### src/rtl/theremin_pkg.sv
// theremin_pkg
//   Shared types and helpers for the theremin period calibrator.
//   - cal_state_e : calibrator mode (RUN = producing deltas, CAL = learning refs)
//   - SAMPLE_DIV_DEFAULT : CLK cycles per audio sample tick (100 MHz / 48 kHz)
//   - sat_to_bits : clamp a signed value to the range of an out_bits-wide
//                   two's complement word
package theremin_pkg;

   typedef enum logic {
      ST_RUN = 1'b0,
      ST_CAL = 1'b1
   } cal_state_e;

   localparam int unsigned SAMPLE_DIV_DEFAULT = 2083;

   // Works on a 64-bit signed carrier so one helper serves any DATA_BITS/OUT_BITS
   // combination below 64 bits; the caller keeps the low out_bits.
   function automatic logic signed [63:0] sat_to_bits(input logic signed [63:0] v,
                                                       input int unsigned       out_bits);
      logic signed [63:0] hi;
      logic signed [63:0] lo;
      hi = (64'sd1 <<< (out_bits - 1)) - 64'sd1;
      lo = -(64'sd1 <<< (out_bits - 1));
      if (v > hi)      sat_to_bits = hi;
      else if (v < lo) sat_to_bits = lo;
      else             sat_to_bits = v;
   endfunction

endpackage

### src/rtl/theremin_period_calibrator_if.sv
// theremin_period_calibrator_if
//   Delta output stream of the calibrator: a pitch/volume delta pair qualified
//   by OUT_VALID, accepted when OUT_VALID & OUT_READY.
//   - master : calibrator side (drives deltas and OUT_VALID)
//   - slave  : consumer side (drives OUT_READY)
interface theremin_period_calibrator_if #(
   parameter int unsigned OUT_BITS = 24
);
   logic [OUT_BITS-1:0] PITCH_DELTA;
   logic [OUT_BITS-1:0] VOLUME_DELTA;
   logic                OUT_VALID;
   logic                OUT_READY;

   modport master (output PITCH_DELTA, output VOLUME_DELTA, output OUT_VALID,
                   input  OUT_READY);
   modport slave  (input  PITCH_DELTA, input  VOLUME_DELTA, input  OUT_VALID,
                   output OUT_READY);
endinterface

### src/rtl/theremin_sat_delta.sv
// theremin_sat_delta
//   One channel of the delta stage: registers clamp(ref_i - smp_i) into an
//   OUT_BITS signed word when en is high, holds otherwise.
//   - CLK, RESETN : clock, async active-low reset
//   - en          : a fresh sample is present on smp_i
//   - ref_i       : channel reference period (unsigned)
//   - smp_i       : captured sample period (unsigned)
//   - delta_q     : registered saturated delta (signed)
module theremin_sat_delta
   import theremin_pkg::*;
#(
   parameter int unsigned DATA_BITS = 32,
   parameter int unsigned OUT_BITS  = 24
) (
   input  logic                 CLK,
   input  logic                 RESETN,
   input  logic                 en,
   input  logic [DATA_BITS-1:0] ref_i,
   input  logic [DATA_BITS-1:0] smp_i,
   output logic [OUT_BITS-1:0]  delta_q
);
   logic signed [DATA_BITS:0] diff;
   logic signed [63:0]        sat;
   logic [OUT_BITS-1:0]       delta_d;
   logic                      sat_unused;

   always_comb begin
      // Both operands zero-extended by one bit, so the difference never wraps.
      diff    = $signed({1'b0, ref_i}) - $signed({1'b0, smp_i});
      sat     = sat_to_bits(64'(diff), OUT_BITS);
      delta_d = en ? sat[OUT_BITS-1:0] : delta_q;
   end

   // Clamped value always fits in OUT_BITS; the upper carrier bits are sign copies.
   assign sat_unused = ^sat[63:OUT_BITS];

   always_ff @(posedge CLK or negedge RESETN) begin
      if (!RESETN) delta_q <= '0;
      else         delta_q <= delta_d;
   end
endmodule

### src/rtl/theremin_period_calibrator.sv
// theremin_period_calibrator
//   Decimates filtered pitch/volume periods to a fixed sample tick, learns a
//   per-channel reference by averaging 2^CAL_SHIFT samples on request, and
//   streams saturated (ref - sample) deltas.
//   - CLK, RESETN            : clock, async active-low reset
//   - PITCH/VOLUME_PERIOD_FILTERED : unsigned period words
//   - CAL_START / CAL_BUSY   : calibration request pulse / in-progress flag
//   - PITCH_REF, VOLUME_REF  : current reference periods
//   - OVERRUN                : sticky, a pair was dropped on a full output
//   - out_if (master)        : PITCH_DELTA, VOLUME_DELTA, OUT_VALID, OUT_READY
//   Pipeline: tick edge captures samples, next edge registers deltas,
//   next edge loads the output register.
module theremin_period_calibrator
   import theremin_pkg::*;
#(
   parameter int unsigned DATA_BITS  = 32,
   parameter int unsigned OUT_BITS   = 24,
   parameter int unsigned CAL_SHIFT  = 4,
   parameter int unsigned SAMPLE_DIV = SAMPLE_DIV_DEFAULT
) (
   input  logic                 CLK,
   input  logic                 RESETN,
   input  logic [DATA_BITS-1:0] PITCH_PERIOD_FILTERED,
   input  logic [DATA_BITS-1:0] VOLUME_PERIOD_FILTERED,
   input  logic                 CAL_START,
   output logic                 CAL_BUSY,
   output logic [DATA_BITS-1:0] PITCH_REF,
   output logic [DATA_BITS-1:0] VOLUME_REF,
   output logic                 OVERRUN,
   theremin_period_calibrator_if.master out_if
);
   localparam int unsigned NCH    = 2;  // channel 0 = pitch, 1 = volume
   localparam int unsigned CNT_W  = (SAMPLE_DIV > 1) ? $clog2(SAMPLE_DIV) : 1;
   localparam int unsigned ACC_W  = DATA_BITS + CAL_SHIFT;
   localparam int unsigned NCAL_W = CAL_SHIFT + 1;

   cal_state_e                      state_q, state_d;
   logic [CNT_W-1:0]                cnt_q, cnt_d;
   logic                            tick;
   // [0]: sample regs hold a fresh capture, [1]: delta regs hold a RUN result
   logic [1:0]                      vld_pipe_q, vld_pipe_d;
   logic [NCH-1:0][DATA_BITS-1:0]   smp_q, smp_d, ref_q, ref_d, period_in;
   logic [NCH-1:0][ACC_W-1:0]       acc_q, acc_d, acc_sum;
   logic [NCAL_W-1:0]               ncal_q, ncal_d;
   logic [NCH-1:0][OUT_BITS-1:0]    delta, out_q, out_d;
   logic                            out_valid_q, out_valid_d;
   logic                            overrun_q, overrun_d;

   assign period_in[0] = PITCH_PERIOD_FILTERED;
   assign period_in[1] = VOLUME_PERIOD_FILTERED;

   for (genvar c = 0; c < NCH; c++) begin : g_ch
      theremin_sat_delta #(.DATA_BITS(DATA_BITS), .OUT_BITS(OUT_BITS)) u_sat (
         .CLK     (CLK),
         .RESETN  (RESETN),
         .en      (vld_pipe_q[0]),
         .ref_i   (ref_q[c]),
         .smp_i   (smp_q[c]),
         .delta_q (delta[c])
      );
   end

   always_comb begin
      tick  = (cnt_q == CNT_W'(SAMPLE_DIV - 1));
      cnt_d = tick ? '0 : cnt_q + CNT_W'(1);
      smp_d = tick ? period_in : smp_q;
      for (int c = 0; c < NCH; c++) acc_sum[c] = acc_q[c] + ACC_W'(smp_q[c]);

      state_d       = state_q;
      acc_d         = acc_q;
      ncal_d        = ncal_q;
      ref_d         = ref_q;
      out_d         = out_q;
      out_valid_d   = out_valid_q;
      overrun_d     = overrun_q;
      vld_pipe_d[0] = tick;
      // A sample consumed while entering CAL must not reach the output.
      vld_pipe_d[1] = vld_pipe_q[0] && (state_q == ST_RUN) && !CAL_START;

      if (CAL_START) begin
         // Restart wins over a completing accumulation; also flushes output.
         state_d     = ST_CAL;
         acc_d       = '0;
         ncal_d      = '0;
         overrun_d   = 1'b0;
         out_valid_d = 1'b0;
      end else begin
         if (state_q == ST_CAL && vld_pipe_q[0]) begin
            if (ncal_q == NCAL_W'((1 << CAL_SHIFT) - 1)) begin
               for (int c = 0; c < NCH; c++) ref_d[c] = acc_sum[c][CAL_SHIFT +: DATA_BITS];
               state_d = ST_RUN;
            end else begin
               acc_d  = acc_sum;
               ncal_d = ncal_q + NCAL_W'(1);
            end
         end

         if (vld_pipe_q[1]) begin
            if (!out_valid_q || out_if.OUT_READY) begin
               out_d       = delta;
               out_valid_d = 1'b1;
            end else begin
               overrun_d   = 1'b1;
            end
         end else if (out_if.OUT_READY) begin
            out_valid_d = 1'b0;
         end
      end
   end

   always_ff @(posedge CLK or negedge RESETN) begin
      if (!RESETN) begin
         state_q     <= ST_RUN;
         cnt_q       <= '0;
         vld_pipe_q  <= '0;
         smp_q       <= '0;
         ref_q       <= '0;
         acc_q       <= '0;
         ncal_q      <= '0;
         out_q       <= '0;
         out_valid_q <= 1'b0;
         overrun_q   <= 1'b0;
      end else begin
         state_q     <= state_d;
         cnt_q       <= cnt_d;
         vld_pipe_q  <= vld_pipe_d;
         smp_q       <= smp_d;
         ref_q       <= ref_d;
         acc_q       <= acc_d;
         ncal_q      <= ncal_d;
         out_q       <= out_d;
         out_valid_q <= out_valid_d;
         overrun_q   <= overrun_d;
      end
   end

   assign CAL_BUSY            = (state_q == ST_CAL);
   assign PITCH_REF           = ref_q[0];
   assign VOLUME_REF          = ref_q[1];
   assign OVERRUN             = overrun_q;
   assign out_if.PITCH_DELTA  = out_q[0];
   assign out_if.VOLUME_DELTA = out_q[1];
   assign out_if.OUT_VALID    = out_valid_q;
endmodule

### src/flat_wrapper.sv
// flat-port wrapper written by rule: the top's interface ports become plain ports
module theremin_period_calibrator_flat import theremin_pkg::*;
#(
   parameter int unsigned DATA_BITS  = 32,
   parameter int unsigned OUT_BITS   = 24,
   parameter int unsigned CAL_SHIFT  = 4,
   parameter int unsigned SAMPLE_DIV = SAMPLE_DIV_DEFAULT
)
  (CLK, RESETN, PITCH_PERIOD_FILTERED, VOLUME_PERIOD_FILTERED, CAL_START, CAL_BUSY, PITCH_REF, VOLUME_REF, OVERRUN, out_if_PITCH_DELTA, out_if_VOLUME_DELTA, out_if_OUT_VALID, out_if_OUT_READY);
  theremin_period_calibrator_if #(.OUT_BITS(OUT_BITS)) out_if_i ();
  input  logic CLK;
  input  logic RESETN;
  input  logic [DATA_BITS-1:0] PITCH_PERIOD_FILTERED;
  input  logic [DATA_BITS-1:0] VOLUME_PERIOD_FILTERED;
  input  logic CAL_START;
  output logic CAL_BUSY;
  output logic [DATA_BITS-1:0] PITCH_REF;
  output logic [DATA_BITS-1:0] VOLUME_REF;
  output logic OVERRUN;
  output wire logic [$bits(out_if_i.PITCH_DELTA)-1:0] out_if_PITCH_DELTA;
  output wire logic [$bits(out_if_i.VOLUME_DELTA)-1:0] out_if_VOLUME_DELTA;
  output wire logic [$bits(out_if_i.OUT_VALID)-1:0] out_if_OUT_VALID;
  input wire logic [$bits(out_if_i.OUT_READY)-1:0] out_if_OUT_READY;
  assign out_if_PITCH_DELTA = out_if_i.PITCH_DELTA;
  assign out_if_VOLUME_DELTA = out_if_i.VOLUME_DELTA;
  assign out_if_OUT_VALID = out_if_i.OUT_VALID;
  assign out_if_i.OUT_READY = out_if_OUT_READY;
  theremin_period_calibrator #(.DATA_BITS(DATA_BITS), .OUT_BITS(OUT_BITS), .CAL_SHIFT(CAL_SHIFT), .SAMPLE_DIV(SAMPLE_DIV)) u_core (.CLK(CLK), .RESETN(RESETN), .PITCH_PERIOD_FILTERED(PITCH_PERIOD_FILTERED), .VOLUME_PERIOD_FILTERED(VOLUME_PERIOD_FILTERED), .CAL_START(CAL_START), .CAL_BUSY(CAL_BUSY), .PITCH_REF(PITCH_REF), .VOLUME_REF(VOLUME_REF), .OVERRUN(OVERRUN), .out_if(out_if_i));
endmodule
### config.mk
export PLATFORM = sky130hd
export DESIGN_NAME = theremin_period_calibrator_flat
export DESIGN_NICKNAME = d
export VERILOG_FILES = /design/src/rtl/theremin_pkg.sv /design/src/rtl/theremin_period_calibrator_if.sv /design/src/rtl/theremin_sat_delta.sv /design/src/rtl/theremin_period_calibrator.sv /design/src/flat_wrapper.sv
export SDC_FILE = /design/constraint.sdc
export NUM_CORES = 1
export LEC_CHECK = 0
export CORE_MARGIN = 3
export CORE_UTILIZATION = 40
export DETAILED_ROUTE_END_ITERATION = 8
export HOLD_SLACK_MARGIN = 0.15
export PLACE_DENSITY = 0.69
export SYNTH_ARGS = -nofsm -noshare
export SYNTH_HDL_FRONTEND = slang
export SYNTH_SLANG_ARGS = --single-unit
### constraint.sdc
create_clock -name CLK -period 5.5 [get_ports CLK]
set_input_delay 0.825 -clock CLK [delete_from_list [all_inputs] [get_ports CLK]]
set_output_delay 0.825 -clock CLK [all_outputs]
set_load 0.05 [all_outputs]
* Word level (Yosys, flattened, before mapping)
Index checks and enable logic that the tools add are counted.
** Word-level totals
- Bits in registers :: 318
- Bits in latches :: 0
- Memory bits (writable) :: 0
- Memory bits (read-only) :: 0
- Input bits :: 68
- Output and inout port bits :: 115
- Memories kept :: 0
** Cells by class
- $add $sub $neg :: 6
- Multipliers :: 0
- Divide/modulo/power cells :: 0
- Order comparisons :: 4
- Equal/unequal tests :: 5
- Shifts and indexed selects :: 0
- Muxes and demuxes :: 21
- Bitwise gates (word level) :: 2
- Reduce and logical (&&, ||, !) cells :: 16
** Operator list (number)
- $mux 72 :: 3
- $mux 24 :: 4
- $add 36x32->36 :: 2
- $gt 33x24->1 const B :: 2
- $lt 33x24->1 const B :: 2
- $sub 32x32->33 :: 2
- $mux 5 :: 3
- $add 12x1->12 const B :: 1
- $eq 12x12->1 const B :: 1
- $mux 12 :: 1
- $mux 1 :: 10
- $reduce_and 2->1 :: 4
- $reduce_and 3->1 :: 2
- $reduce_bool 2->1 :: 3
- $add 5x1->5 const B :: 1
- $eq 5x4->1 const B :: 1
- $ne 2x2->1 const B :: 2
- $logic_and 1x1->1 :: 3
- $ne 3x3->1 const B :: 1
- $reduce_bool 3->1 :: 1
- $logic_not 1->1 :: 2
- $not 1->1 :: 2
- $logic_or 1x1->1 :: 1

* Depth between registers and ports, before layout
Gate-level depths: netlist of run 1.
- Depth after elaboration :: 5
- Mapped depth :: 15

* Hierarchy
From an unflattened synthesis of run 1, not the netlist that was laid out.
** Unflattened totals
- Cells, all modules :: 2176
- Area total of the unflattened synthesis :: 20005.4 um2
** By module, submodules not included
- theremin_period_calibrator :: times used 1, cells each 1347, area an instance 13726.9 um2
- theremin_sat_delta (u_core.g_ch[0].u_sat) :: times used 1, cells each 420, area an instance 3166.8 um2
- theremin_sat_delta (u_core.g_ch[1].u_sat) :: times used 1, cells each 409, area an instance 3111.7 um2

* Worst setup path before layout of run 1
No wires, ideal clock.
- Path kind :: reg2reg
- Start :: register u_core.ref_q (netlist bit u_core.PITCH_REF[0])
- End :: register u_core.g_ch[0].u_sat.delta_q[10]
- Arrival :: 3.461 ns
- Data required time :: 5.362 ns
- Path slack :: 1.901 ns
- Cell stages (with the launch flop) :: 16
- Buffers on the path :: 1
- Path through :: dfrtp_1 -> inv_1 -> ha_1 -> fa_1 -> nor2b_1 -> o31a_1 -> o211ai_1 -> a2111oi_4 -> nor2_1 -> o21ai_0 -> xnor2_1 -> nor4b_2 -> a21boi_4 -> inv_2 -> buf_4 -> a211oi_1
** Between the ends
- Word-level cells in the longest chain between the ends :: 4
- Elaborated cells on any way between the ends :: 5
** Ends and longest elaborated chain
- start: declaration :: line theremin_period_calibrator.sv:42 : logic [NCH-1:0][DATA_BITS-1:0] smp_q, smp_d, ref_q, ref_d, period_in;
- start signal: assignment :: line theremin_period_calibrator.sv:128 : ref_q <= ref_d;
- $sub 32x32->33 (*) :: line theremin_sat_delta.sv:29 : diff = $signed({1'b0, ref_i}) - $signed({1'b0, smp_i});
- $lt 33x24->1 :: line theremin_pkg.sv:25 : else if (v < lo) sat_to_bits = lo;
- $mux 24 :: line theremin_pkg.sv:25
- $mux 24 (*) :: line theremin_pkg.sv:24 : if (v > hi) sat_to_bits = hi;
- end signal: assignment :: line theremin_sat_delta.sv:39 : else delta_q <= delta_d;
- end: declaration :: line theremin_sat_delta.sv:20 : output logic [OUT_BITS-1:0] delta_q
Mark *: on every way between the ends. The rest lies on a longest branch, timed or not.
A chain may end at the register's enable or synchronous reset.

* Worst setup path in the final report of run 1
- Start :: register u_core.ref_q (netlist bit u_core.VOLUME_REF[0])
- End :: register u_core.g_ch[1].u_sat.delta_q[22]
** Between the ends
- Word-level cells in the longest chain between the ends :: 4
- Elaborated cells on any way between the ends :: 5
** Ends and longest elaborated chain (line)
- $sub 32x32->33 (*) :: theremin_sat_delta.sv:29
- $lt 33x24->1 :: theremin_pkg.sv:25
- $mux 24 :: theremin_pkg.sv:25
- $mux 24 (*) :: theremin_pkg.sv:24
- end signal: assignment :: theremin_sat_delta.sv:39
- end: declaration :: theremin_sat_delta.sv:20
Marked as above.

==> results of run 1 <==
==> kinds of logic (layout without fill, tap and decap cells) <==
group                    count (synthesis)  in the layout  share of synthesized area, %
adder cells (fa/ha/maj)                138            138                          9.32
flip-flops                             318            318                          42.2
buffers and inverters                  178            359                          3.76
multiplexers                           104            104                          6.17
AO/OA/AOI/OAI                          595            595                          20.5
XOR/XNOR                               128            128                          5.95
AND/OR/NAND/NOR                        483            483                          12.1
==> registers in the layout, summed over array words and instances, names as in the netlist <==
name,flops
u_core.CAL_BUSY,1
u_core.OVERRUN,1
u_core.PITCH_REF,32
u_core.VOLUME_REF,32
u_core.acc_q,72
u_core.cnt_q,12
u_core.g_ch.u_sat.delta_q,48
u_core.ncal_q,5
u_core.out_if.OUT_VALID,1
u_core.out_if.PITCH_DELTA,24
u_core.out_if.VOLUME_DELTA,24
u_core.smp_q,64
u_core.vld_pipe_q,2
==> layer usage <==
metal	GRT usage [%]	share of wire (%)	up-vias
met1	29.7	48	7475
met2	31.3	44	387
met4	5.84	2.3	0
met5	0	0	-
met3	3.76	5.6	75
li1	-	-	7269
==> power by group through the flow <==
stage	combinational, W	clock, W	sequential, W
6_report	0.000113	0.00257	0.00234
5_1_grt	0.000126	0.00273	0.00234
4_1_cts	0.000117	0.00263	0.00234
3_5_place_dp	0.000117	0	0.00238
3_3_place_gp	0.000116	0	0.00238
2_1_floorplan	0.00000798	0	0.00238
==> critical path: cells and delay by family (launching register included) <==
kind | cells | cell delay [ns]
AND/OR/NAND/NOR | 3 | 0.71
AO/OA/AOI/OAI | 8 | 2.17
flip-flops | 1 | 0.36
buffers and inverters | 2 | 0.33
adder cells (fa/ha/maj) | 2 | 0.63
==> final timing paths <==
path,start,endpoint,slack (ns),depth (start not counted)
worst min-delay path,RESETN,u_core.acc_q[21],0.24,1
worst max-delay path,u_core.VOLUME_REF[0],u_core.g_ch[1].u_sat.delta_q[22],1.19,15
worst min register to register,u_core.ncal_q[4],u_core.ncal_q[4],0.48,2
max in group asynchronous,RESETN,u_core.acc_q[46],3.78,2
min in group CLK,u_core.ncal_q[4],u_core.ncal_q[4],0.48,2
worst max register to register,u_core.VOLUME_REF[0],u_core.g_ch[1].u_sat.delta_q[22],1.19,15
==> layout make-up <==
class	count	area, µm²	share of cell area (%)
multi-input combinational	1448	10200	45.4
sequential	318	7960	35.3
timing repair buffer	193	1930	8.59
clock buffer	51	1090	4.83
tap	600	751	3.33
inverter	100	375	1.67
clock inverter	15	189	0.839
==> layout by cell type, fill, tap and decap left out, types with 57 or more instances in the layout <==
cell,netlist,final
a21o_1,57,57
a21oi_1,134,134
clkdlybuf4s50_1,0,181
dfrtp_1,318,317
ha_1,134,134
inv_1,99,99
mux2_2,98,98
nand2_1,165,165
nor2_1,139,137
o21ai_0,170,170
xnor2_1,77,77
==> per-stage QoR <==
| step | instances | setup slack, ns |
|---|---|---|
| after detailed placement | 2659 | 1.28 |
| after floorplan | 1944 | 1.90 |
| final | 2725 | 1.19 |
| after global placement | 2659 | 1.31 |
| after global routing | 2725 | 0.838 |
| after CTS | 2725 | 1.24 |
==> reports/qor.yml, run 1 <==
floorplanning:
  die_y_um: 223
  io_pins: 183
  core_um2: 46000
  dieArea_um2: 49800
  row_count: 78
  fp.dieW_um: 223
  start_util_pct: 41.0
cts:
  clock_latency_ns: 0.54
  clk_pin_slew_ns: 0.07
  cts_made_buffers: 36
  cts_tree: "done"
  cts_resized: 0
  clockBufferDepth: 3
  htreeDepth: 2
  clkSinkCount: 318
  cts_setup_buffers: 0
  ctsHoldBuffers: 0
  clk_root_buffer_cell: "clkbuf_16"
synth:
  yosysMostFrequentCell: "dfrtp_1"
  syn-num-nets: 2150
  async_reset_ff_share_pct: 100
  syn_avg_cell_area_um2: 9.70
  ys_ff_latch: 318
  yosysTopAreaCell: "dfrtp_1"
  yosys-top-cells-area: "dfrtp_1 42%, ha_1 8.9%, mux2_2 5.9%"
  synth_edf_count: 0
  seq_area_frac_synth_pct: 42.2
  synthFlopType: "dfrtp_1"
  synth_top_area_share_pct: 42.2
  synthesis.area_um2: 18900
  synth_common_cells: "318 x dfrtp_1, 170 x o21ai_0, 165 x nand2_1"
  yosys_warnings: 0
  synth_cells: 1944
  synth_cell_types: 82
route:
  drtAntennaViolNets: 0
  remaining_drc_errors: 0
  num_vias: 15200
  routed_via_density: 5.58
  dr.pass1.iters: 7
  drt-total-wl_um: 51800
  wl_per_cell_um: 19.0
  drt-initial-drc-count: 1125
global_route:
  grt_pass1_wl_um: 83100
  grt_pass1_vias: 15300
  antenna_found_initial: 1
  grt_max_degree: 146
  grt-ovfl-total: 0
  track_usage_pct: 20.5
finish:
  fin_nets: 2303
  final_core_util_pct: 49.0
  num_antenna_cells: 0
  area_growth_pct: 19.4
  final_area_um2: 22500
  fill_cells: 4235
  drive_above_1_share_pct: 9.84
sta:
  slew_violations: 0
  finalHoldViolCount: 0
  fmax_mhz: 232
  setup_tns_ns: 0
  period_needed_ns: 4.31
  worst_hold_slack_ns: 0.245
  relSlewSlack_pct: 22.8
  timing.final.crit_share_pct: 78.4
  max_slew.worst_pin.slew_ns: 1.15
  finalSetupViolations: 0
  fin_skew_ns: 0.0239
  rsz0062_at_grt: "no"
worst_setup_path:
  crit_type: "reg -> reg"
  crit_fanout: 22
  required_ns: 5.93
  critPathCaptureType: "flip-flop"
  worstPathCellList: "inv_1 -> ha_1 -> fa_1 -> nor2b_1 -> o31ai_2 -> a211oi_1 -> o21a_1 -> o31a_1 -> o21ai_1 -> o31a_1 -> nor4b_1 -> nand3_1 -> o21ai_2 -> buf_4 -> a21oi_2"
  crit_path_max_incr_delay_ns: 0.84
  path_common_cell: "o31a_1"
  arrival_ns: 4.74
  crit_path_start_kind: "flip-flop"
  cpMaxStageDelayCell: "o21ai_2"
power_and_ir_drop:
  powerDensity_nw_per_um2: 223
  leakage_nw: 10.9
  power_w: 0.00502
  p_sw_share_pct: 21.2
  ir_drop_mv: 0.182
  combPwrFrac_pct: 2.2
  pwr-share-seq_pct: 46.6
  p_clk_share_pct: 51.2
  p_int_w: 0.00396
  netSwitchingPower_w: 0.00107
hold_path:
  hp-class: "in -> async"
placed_design:
  hpwl_um: 37700
  port_buffers: 182
  dpl_cell_area_um2: 21200
  place_congestion: 0.914
job:
  maxCapViolCount: 0
status:
  outcome: "complete, no violations"
Power figures use the tool's default switching activity.
==> run 2, diff against run 1 <==
--- a/config.mk
+++ b/config.mk
@@ -9,7 +9,7 @@
 export CORE_UTILIZATION = 40
 export DETAILED_ROUTE_END_ITERATION = 8
 export HOLD_SLACK_MARGIN = 0.15
-export PLACE_DENSITY = 0.69
+export PLACE_DENSITY = 0.72
 export SYNTH_ARGS = -nofsm -noshare
 export SYNTH_HDL_FRONTEND = slang
 export SYNTH_SLANG_ARGS = --single-unit
==> constraint.sdc (replaced) <==
create_clock -name CLK -period 3.7 [get_ports CLK]
set_input_delay 0.555 -clock CLK [delete_from_list [all_inputs] [get_ports CLK]]
set_output_delay 0.555 -clock CLK [all_outputs]
set_load 0.05 [all_outputs]
==> reports/qor.yml, run 2 (synthesis gave the netlist of run 1 again) <==
status:
  outcome: "complete, no violations"
sta:
  timing.final.crit_share_pct: 98.5  # +20 points
  max_slew.worst_pin.slew_ns: 1.11  # -0.0392 ns
  slew_violations: 0  # unchanged
  setup_tns_ns: 0  # unchanged
  fmax_mhz: 274  # +18%
  fin_skew_ns: 0.0172  # -0.00663 ns
  finalHoldViolCount: 0  # unchanged
  period_needed_ns: 3.64  # -0.667 ns
  rsz0062_at_grt: "yes"
  setup_slack_ns: 0.0551  # -1.13 ns
  relSlewSlack_pct: 26.0  # +3.2 points
  finalSetupViolations: 0  # unchanged
placed_design:
  dpl_cell_area_um2: 21500  # +1.2%
  place_congestion: 0.924  # +1.1%
  hpwl_um: 37500  # -0.39%
  dpl_worst_slack_ns: -0.110  # -1.39 ns
  port_buffers: 182  # unchanged
finish:
  final_core_util_pct: 50.4  # +1.4 points
  largest_reg_flops: 72  # unchanged
  top_register: "u_core.acc_q"
  final_common_cell: "dfrtp_1"
  num_antenna_cells: 0  # unchanged
  final_area_um2: 23200  # +2.8%
  area_growth_pct: 22.8
  final_cell_mix: "314 x dfrtp_1, 181 x clkdlybuf4s50_1, 165 x nand2_1"
  fin_nets: 2344  # +1.8%
  drive_above_1_share_pct: 13.5  # +3.7 points
  top_regs: "u_core.acc_q (72), u_core.smp_q (64), u_core.g_ch.u_sat.delta_q (48)"
worst_setup_path:
  crit_type: "reg -> reg"
  crit_path_start_kind: "flip-flop"
  crit_fanout: 6  # -73%
  critPathCaptureType: "flip-flop"
  required_ns: 4.11  # -1.82 ns
  r2r_cells: 16  # +1
  arrival_ns: 4.05  # -0.69 ns
cts:
  clk_root_buffer_cell: "clkbuf_16"
  clockBufferDepth: 3  # unchanged
  clk_pin_slew_ns: 0.06  # about the same
  clkSinkCount: 318  # unchanged
  htreeDepth: 2  # unchanged
  cts_made_buffers: 36  # unchanged
  cts_tree: "done"
  clock_latency_ns: 0.54  # about the same
job:
  maxCapViolCount: 0  # unchanged
route:
  remaining_drc_errors: 0  # unchanged
  wl_per_cell_um: 19.0  # about the same
  drt-total-wl_um: 52500  # +1.3%
  dr.pass1.iters: 5  # -2
  drt-initial-drc-count: 1157  # +2.8%
  drtAntennaViolNets: 0  # unchanged
  routed_via_density: 5.62  # +0.70%
  num_vias: 15500  # +2.0%
floorplanning:
  die_y_um: 223  # unchanged
  dieArea_um2: 49800  # unchanged
  fp.dieW_um: 223  # unchanged
  io_pins: 183  # unchanged
  start_util_pct: 41.0  # unchanged
  core_um2: 46000  # unchanged
  row_count: 78  # unchanged
global_route:
  grt_pass1_vias: 15500  # +1.0%
  antenna_found_initial: 1  # unchanged
  track_usage_pct: 20.4  # -0.037 points
  grt_pass1_wl_um: 83300  # +0.19%
  grt_max_degree: 95  # -35%
  grt-ovfl-total: 0  # unchanged
power_and_ir_drop:
  powerDensity_nw_per_um2: 310  # +39%
  ir_drop_mv: 0.296  # +63%
  leakage_nw: 11.1  # +1.9%
hold_path:
  hp-class: "reg -> reg"
  min_path_cells: 2
-- run 2: cell count changes in the layout (fill, tap and decap cells not counted), moves of 4 or more --
cell | before | now
ha_1 | 134 | 127
o21ai_0 | 170 | 162
buf_4 | 9 | 37
o21ai_1 | 11 | 17
buf_12 | 2 | 8
a21oi_2 | 4 | 14
a21oi_1 | 134 | 123
clkbuf_8 | 11 | 5
clkbuf_16 | 37 | 41
ha_4 | 0 | 5
-- run 2: worst max-delay path: stages (launching register included) --
cell,delay (ns)
dfrtp_1,0.40
inv_2,0.09
ha_4,0.14
fa_2,0.26
nor2b_4,0.06
o31ai_4,0.26
a211oi_2,0.11
buf_4,0.17
o21a_1,0.21
o31a_1,0.30
o31a_1,0.33
buf_4,0.15
nor4b_4,0.30
nand3_2,0.13
o21ai_4,0.31
clkbuf_16,0.23
a21oi_2,0.05
-- run 2: power breakdown --
group	leakage (nW)	internal (W)	total, W	switching [W]
logic	6.48	0.0000733	0.000173	0.0000998
clock network	0.560	0.00206	0.00353	0.00146
registers	4.10	0.00348	0.00348	0.000000000000000000310
-- run 2: routing by layer --
layer  share of wire [%]  track usage (%)  vias up  wire (µm)
met5                   0                0        -          0
met4                 2.1             5.29        0       1100
met3                 7.1             4.38       74       3730
met2                  45             31.4      466      23500
met1                  46             29.3     7589      24200
li1                    -                -     7374          -
-- run 2: per-stage QoR --
step	hold slack, ns	total power, W	cells
2_1_floorplan	0.259	0.00355	1944
3_3_place_gp	0.463	0.00372	2682
3_5_place_dp	0.472	0.00372	2682
4_1_cts	0.485	0.00727	2743
5_1_grt	0.510	0.00743	2759
6_report	0.478	0.00718	2759
-- run 2: cell type report --
class | instances | area (µm²)
Sequential cell | 318 | 7960
Tap cell | 600 | 751
Clock buffer | 45 | 1010
Multi-Input combinational cell | 1448 | 10500
Fill cell | 4136 | 22800
Inverter | 100 | 378
Timing Repair Buffer | 234 | 2400
Clock inverter | 14 | 135
-- run 2: final timing paths --
| kind | startpoint | to | slack, ns |
|---|---|---|---|
| max in group asynchronous | RESETN | u_core.out_if.VOLUME_DELTA[13] | 2.10 |
| max reg2reg | u_core.VOLUME_REF[0] | u_core.g_ch[1].u_sat.delta_q[9] | 0.06 |
| min | u_core.ncal_q[4] | u_core.ncal_q[4] | 0.48 |
| min reg2reg | u_core.ncal_q[4] | u_core.ncal_q[4] | 0.48 |
| min in group asynchronous | RESETN | u_core.acc_q[21] | 0.64 |
| max | u_core.VOLUME_REF[0] | u_core.g_ch[1].u_sat.delta_q[9] | 0.06 |
-- run 2: repair_timing --
item,in CTS,in global routing
buffers inserted,1,12
gates cloned,0,5
hold buffers,1,0
gates resized for setup,0,76
pin swaps,1,25
hold endpoints to repair,89,0
setup endpoints to repair,17,51
==> RTL edit 1 (config.mk and constraints of run 2) <==
Reset style: synchronous (`RESETN`), changed in 2 clocked blocks. Comments in the files are not updated.
--- a/src/rtl/theremin_sat_delta.sv
+++ b/src/rtl/theremin_sat_delta.sv
@@ -34,7 +34,7 @@
    // Clamped value always fits in OUT_BITS; the upper carrier bits are sign copies.
    assign sat_unused = ^sat[63:OUT_BITS];
 
-   always_ff @(posedge CLK or negedge RESETN) begin
+   always_ff @(posedge CLK) begin
       if (!RESETN) delta_q <= '0;
       else         delta_q <= delta_d;
    end
--- a/src/rtl/theremin_period_calibrator.sv
+++ b/src/rtl/theremin_period_calibrator.sv
@@ -108,7 +108,7 @@
       end
    end
 
-   always_ff @(posedge CLK or negedge RESETN) begin
+   always_ff @(posedge CLK) begin
       if (!RESETN) begin
          state_q     <= ST_RUN;
          cnt_q       <= '0;
Function: differs if RESETN is asserted again (counterexample within 4 cycles, from zero or initial values and one cycle with RESETN low); with RESETN held inactive, the same outputs for 10 cycles.
==> RTL edit 1 against run 2 <==
  * Final area decreased by 1.2%
  * Power increased by 0.77%
  * Count of clock-buffer cells in the layout increased by 3
  * Sequential cell count unchanged
  * Routed wire length increased by 5.8%
  * Critical path type unchanged
  * Cell count increased by 16%
  * Worst setup slack improved by 0.047 ns
  * Global-route usage increased by 1.7 points
  * Area after synthesis decreased by 4.2%
==> RTL edit 1: results (changes against run 2) <==
GRT
  – Initial antenna violation count: 0 (-1)
  – GRT Util Overall: 22.1% (+1.7 points)
  – Global-route wire length before repair: 86,100 um (+3.4%)
  – Met1 usage: 32.2% (+2.9 points)
  – Vias in the first global route: 16.2k (+4.9%)
  – GR met2 Demand/Resource: 33.8% (+2.4 points)
  – GR Layer Usage met3: 2.43% (-1.9 points)

Drt
  – Via-per-instance ratio: 5.44 (-3.2%)
  – Metal3 WL: 2990 um (-20%)
  – WL met1: 26,700 um (+10%)
  – Iter 0 DRT Violations: 1,475 (+27%)
  – Metal2 WL: 24,000 um (+2.4%)

Synthesis
  – Post-Synthesis Cell Area: 18,100 um^2 (-4.2%)
  – Top post-synthesis cells by count: nand2_1 (475), a21oi_1 (347), dfxtp_1 (318)
  – Post-Syn Instances: 2,364 (+22%)
  – Post-synthesis sequential area ratio: 35.2% (-7.0 points)
  – Count of different cell masters after synthesis: 79 (-3.7%)
  – Ys async rst share: 0% (-100 points)

Placed design
  – Area after DPL: 21,000 um^2 (-2.2%)
  – Post-Place Cells: 3,127 (+17%)
  – Gpl congestion: 0.966 (+4.5%)
  – Pre-CTS setup slack: -0.0613 ns (+0.0490 ns)

Pwr
  – P_leak: 9.02 nW (-19%)
  – Int Pwr: 0.00566 W (+0.93%)
  – Max IR drop VDD: 0.247 mV (-17%)

Clocking
  – Worst-path clk slew: 0.06 ns (about the same)
  – CTS Buf Count: 36 (unchanged)
  – Setup Buffers After CTS: 0 (-1)

Outcome
  – Run status: completed

Critical path
  – CP max-delay cell: xnor2_1
  – Reg2Reg Setup Slack: 0.10 ns (+0.05 ns)
  – Worst Path Arrival: 4.04 ns (about the same)

STA
  – Actual slew at the worst max-slew pin: 1.13 ns (+0.0151 ns)
  – Fmax: 0.278 GHz (+1.3%)
  – Min Hold Slack: 0.450 ns (-0.0283 ns)

Cells and area
  – Finished Cell Area: 22,900 um^2 (-1.2%)
  – Layout cell share with drive strength beyond 1: 10.8% (-2.7 points)
  – Area Overhead vs Synth: 26.7%
## RTL edit 1: power groups by stage
stage | clock network (W) | registers, W | logic, W
CTS | 0.00373 | 0.00343 | 0.000159
floorplan | 0 | 0.00351 | 0.0000534
finish | 0.00364 | 0.00343 | 0.000159
global route | 0.00385 | 0.00343 | 0.000169
global placement | 0 | 0.00351 | 0.000156
detailed placement | 0 | 0.00351 | 0.000158
## RTL edit 1: worst paths after layout
| check | startpoint | end | cells after the start |
|---|---|---|---|
| max | u_core.smp_q[34]$_SDFFE_PN0P_ | u_core.g_ch[1].u_sat.delta_q[7]$_SDFFE_PN0P_ | 18 |
| min | u_core.g_ch[1].u_sat.delta_q[16]$_SDFFE_PN0P_ | u_core.out_if.VOLUME_DELTA[16]$_SDFFE_PN0P_ | 2 |
| max reg2reg | u_core.smp_q[34]$_SDFFE_PN0P_ | u_core.g_ch[1].u_sat.delta_q[7]$_SDFFE_PN0P_ | 18 |
| min reg2reg | u_core.g_ch[1].u_sat.delta_q[16]$_SDFFE_PN0P_ | u_core.out_if.VOLUME_DELTA[16]$_SDFFE_PN0P_ | 2 |
## RTL edit 1: area by class of cell
class                   count  area, um^2
clock buffers              48         987
clock inverters            15         191
fillers                  4157       21500
inverters                 107         404
multi-input cells        1829       11400
flip-flops and latches    318        6380
well taps                 592         741
repair buffers            294        2790
## RTL edit 1: cell families after synthesis
family | count (synthesis) | synth area share [%]
AOI/OAI and AO/OA | 714 | 23.7
xor gates and xnor gates | 129 | 6.26
adders and majority gates | 138 | 9.73
buffers and inverters | 217 | 4.65
DFF | 318 | 35.2
muxes | 2 | 0.111
and+or+nand+nor | 846 | 20.3
## RTL edit 1: tightest hold or removal path, cell delays in order (launching register included)
cell,delay (ns)
dfxtp_1,0.30
nand2_1,0.05
a21oi_1,0.05
==> RTL edit 2 (config.mk and constraints of run 2) <==
Made on the original files. `DATA_BITS` is set to 32 in 3 places; all go to 64.
--- a/src/rtl/theremin_sat_delta.sv
+++ b/src/rtl/theremin_sat_delta.sv
@@ -9,7 +9,7 @@
 module theremin_sat_delta
    import theremin_pkg::*;
 #(
-   parameter int unsigned DATA_BITS = 32,
+   parameter int unsigned DATA_BITS = 64,
    parameter int unsigned OUT_BITS  = 24
 ) (
    input  logic                 CLK,
--- a/src/rtl/theremin_period_calibrator.sv
+++ b/src/rtl/theremin_period_calibrator.sv
@@ -13,7 +13,7 @@
 module theremin_period_calibrator
    import theremin_pkg::*;
 #(
-   parameter int unsigned DATA_BITS  = 32,
+   parameter int unsigned DATA_BITS  = 64,
    parameter int unsigned OUT_BITS   = 24,
    parameter int unsigned CAL_SHIFT  = 4,
    parameter int unsigned SAMPLE_DIV = SAMPLE_DIV_DEFAULT
--- a/src/flat_wrapper.sv
+++ b/src/flat_wrapper.sv
@@ -1,7 +1,7 @@
 // flat-port wrapper written by rule: the top's interface ports become plain ports
 module theremin_period_calibrator_flat import theremin_pkg::*;
 #(
-   parameter int unsigned DATA_BITS  = 32,
+   parameter int unsigned DATA_BITS  = 64,
    parameter int unsigned OUT_BITS   = 24,
    parameter int unsigned CAL_SHIFT  = 4,
    parameter int unsigned SAMPLE_DIV = SAMPLE_DIV_DEFAULT
Interface: changed (resized PITCH_PERIOD_FILTERED, PITCH_REF, VOLUME_PERIOD_FILTERED and VOLUME_REF); port bits go from 183 to 311. The function was not compared with the original's and may differ.
==> RTL edit 2 against run 2 <==
  * The run now ends with negative setup slack left
  * Clock power increased by 79%
  * Sequential cell count grew 192
  * Worst setup slack got worse by 0.52 ns
  * Routed wire length is 130% higher
  * Power up 70%
  * Clock skew up 0.0070 ns
  * Final area up 120%
  * First-iteration DRC count is 90% higher
  * Area after synthesis up 83%
  * Critical path depth grew 2
  * Largest cell class unchanged
  * Highest routed layer unchanged
==> RTL edit 2: results (changes against run 2) <==
Synthesis
  – Post-synthesis sequential area ratio: 37.0% (-5.2 points)
  – Largest cells by area after synthesis: dfrtp_1 (37%), ha_1 (9.3%), mux2_2 (5.2%), o21ai_0 (4.8%), a21oi_1 (4.5%)
  – Syn_nets: 4,219 (+96%)

GRT
  – Initial antenna violation count: 0 (-1)

Cells and area
  – Regs by FF count: u_core.acc_q x136, u_core.smp_q x128
  – Layout net count: 5,288 (+130%)
  – Layout cell share with drive strength beyond 1: 31.5% (+18 points)
  – Final cell count without fillers: 6,089 (+120%)

Outcome
  – Violated checks: negative setup slack
  – Run status: finished with violations

Critical path
  – Critical path endpoint: u_core.g_ch[0].u_sat.delta_q[5]$_DFFE_PN0P_
  – Worst R2R Path Depth: 18 (+2)
  – CP peak stage delay: 0.57 ns (+0.17 ns)

STA
  – Layout Skew: 0.0243 ns (+0.00704 ns)
  – Post-route worst setup slack: -0.464 ns (-0.519 ns)
  – Final setup vio count: 61 (+61)
  – Setup TNS: -18.79 ns (-18.79 ns)

Clocking
  – CTS Buf Count: 60 (+67%)
  – Setup Buffers After CTS: 40 (+39)
  – Post-CTS Resized: 211 (+211)
  – Worst-Skew Late Latency: 0.65 ns (+0.11 ns)

Drt
  – Iter 0 DRT Violations: 2,201 (+90%)

Placed design
  – Post-Place Cells: 5,898 (+120%)
  – Area after DPL: 45,000 um^2 (+110%)
  – Gpl congestion: 0.966 (+4.5%)

Min path
  – Hold/Removal Path Class: input pin to flop
  – Worst hold path depth: 3 (+1)

Pwr
  – P_leak: 24.2 nW (+120%)
RTL edit 2: layer usage:
layer  global-route usage [%]  vias to the layer above  wire length, um
met4                     11.9                        0             5970
met2                     42.8                     1051            56400
met3                     2.93                      268             6390
met5                        0                        -                0
met1                     34.4                    16462            52500
li1                         -                    16003                -
RTL edit 2: area by class of cell:
type	count	area, um^2
diodes	1	2.50
clock buffers	79	1720
clock inverters	33	378
fillers	7201	35400
inverters	197	744
multi-input cells	2947	22800
flip-flops and latches	510	12800
well taps	1144	1430
repair buffers	1178	10100
RTL edit 2: per-stage QoR:
step | util (%) | setup WS, ns
floorplan | - | -0.257
global placement | 52.7 | -0.705
detailed placement | 52.7 | -0.747
CTS | 56.9 | -0.449
global route | 58.5 | -0.599
finish | 58.5 | -0.464
RTL edit 2: worst reg2reg max path, cell delays in order (launching register included):
cell	delay (ns)
dfrtp_1	0.38
inv_2	0.08
ha_4	0.28
nand4_1	0.17
buf_4	0.19
or4_4	0.41
a21o_1	0.24
nand3_2	0.12
nor2_2	0.04
xor2_1	0.20
o2111ai_1	0.16
or4_4	0.57
nor4_4	0.15
and4_1	0.21
nand4_1	0.19
o31ai_4	0.27
buf_6	0.17
buf_8	0.14
a21oi_1	0.07
RTL edit 2: logic make-up (layout without fill, tap and decap cells):
family | count (synthesis) | count (layout) | share of synthesized area, %
simple gates | 1044 | 1044 | 14.4
flops | 510 | 510 | 37.0
mux | 161 | 161 | 5.25
buf+inv | 368 | 1487 | 4.24
xor+xnor | 255 | 255 | 6.47
other cells | 0 | 1 | 0
compound gates | 1225 | 1225 | 23.1
fa+ha+maj | 262 | 262 | 9.58
RTL edit 2: power by group:
part	internal (W)	switching (W)
clock network	0.00374	0.00256
logic	0.000144	0.000174
registers	0.00558	0.000000000000000000443
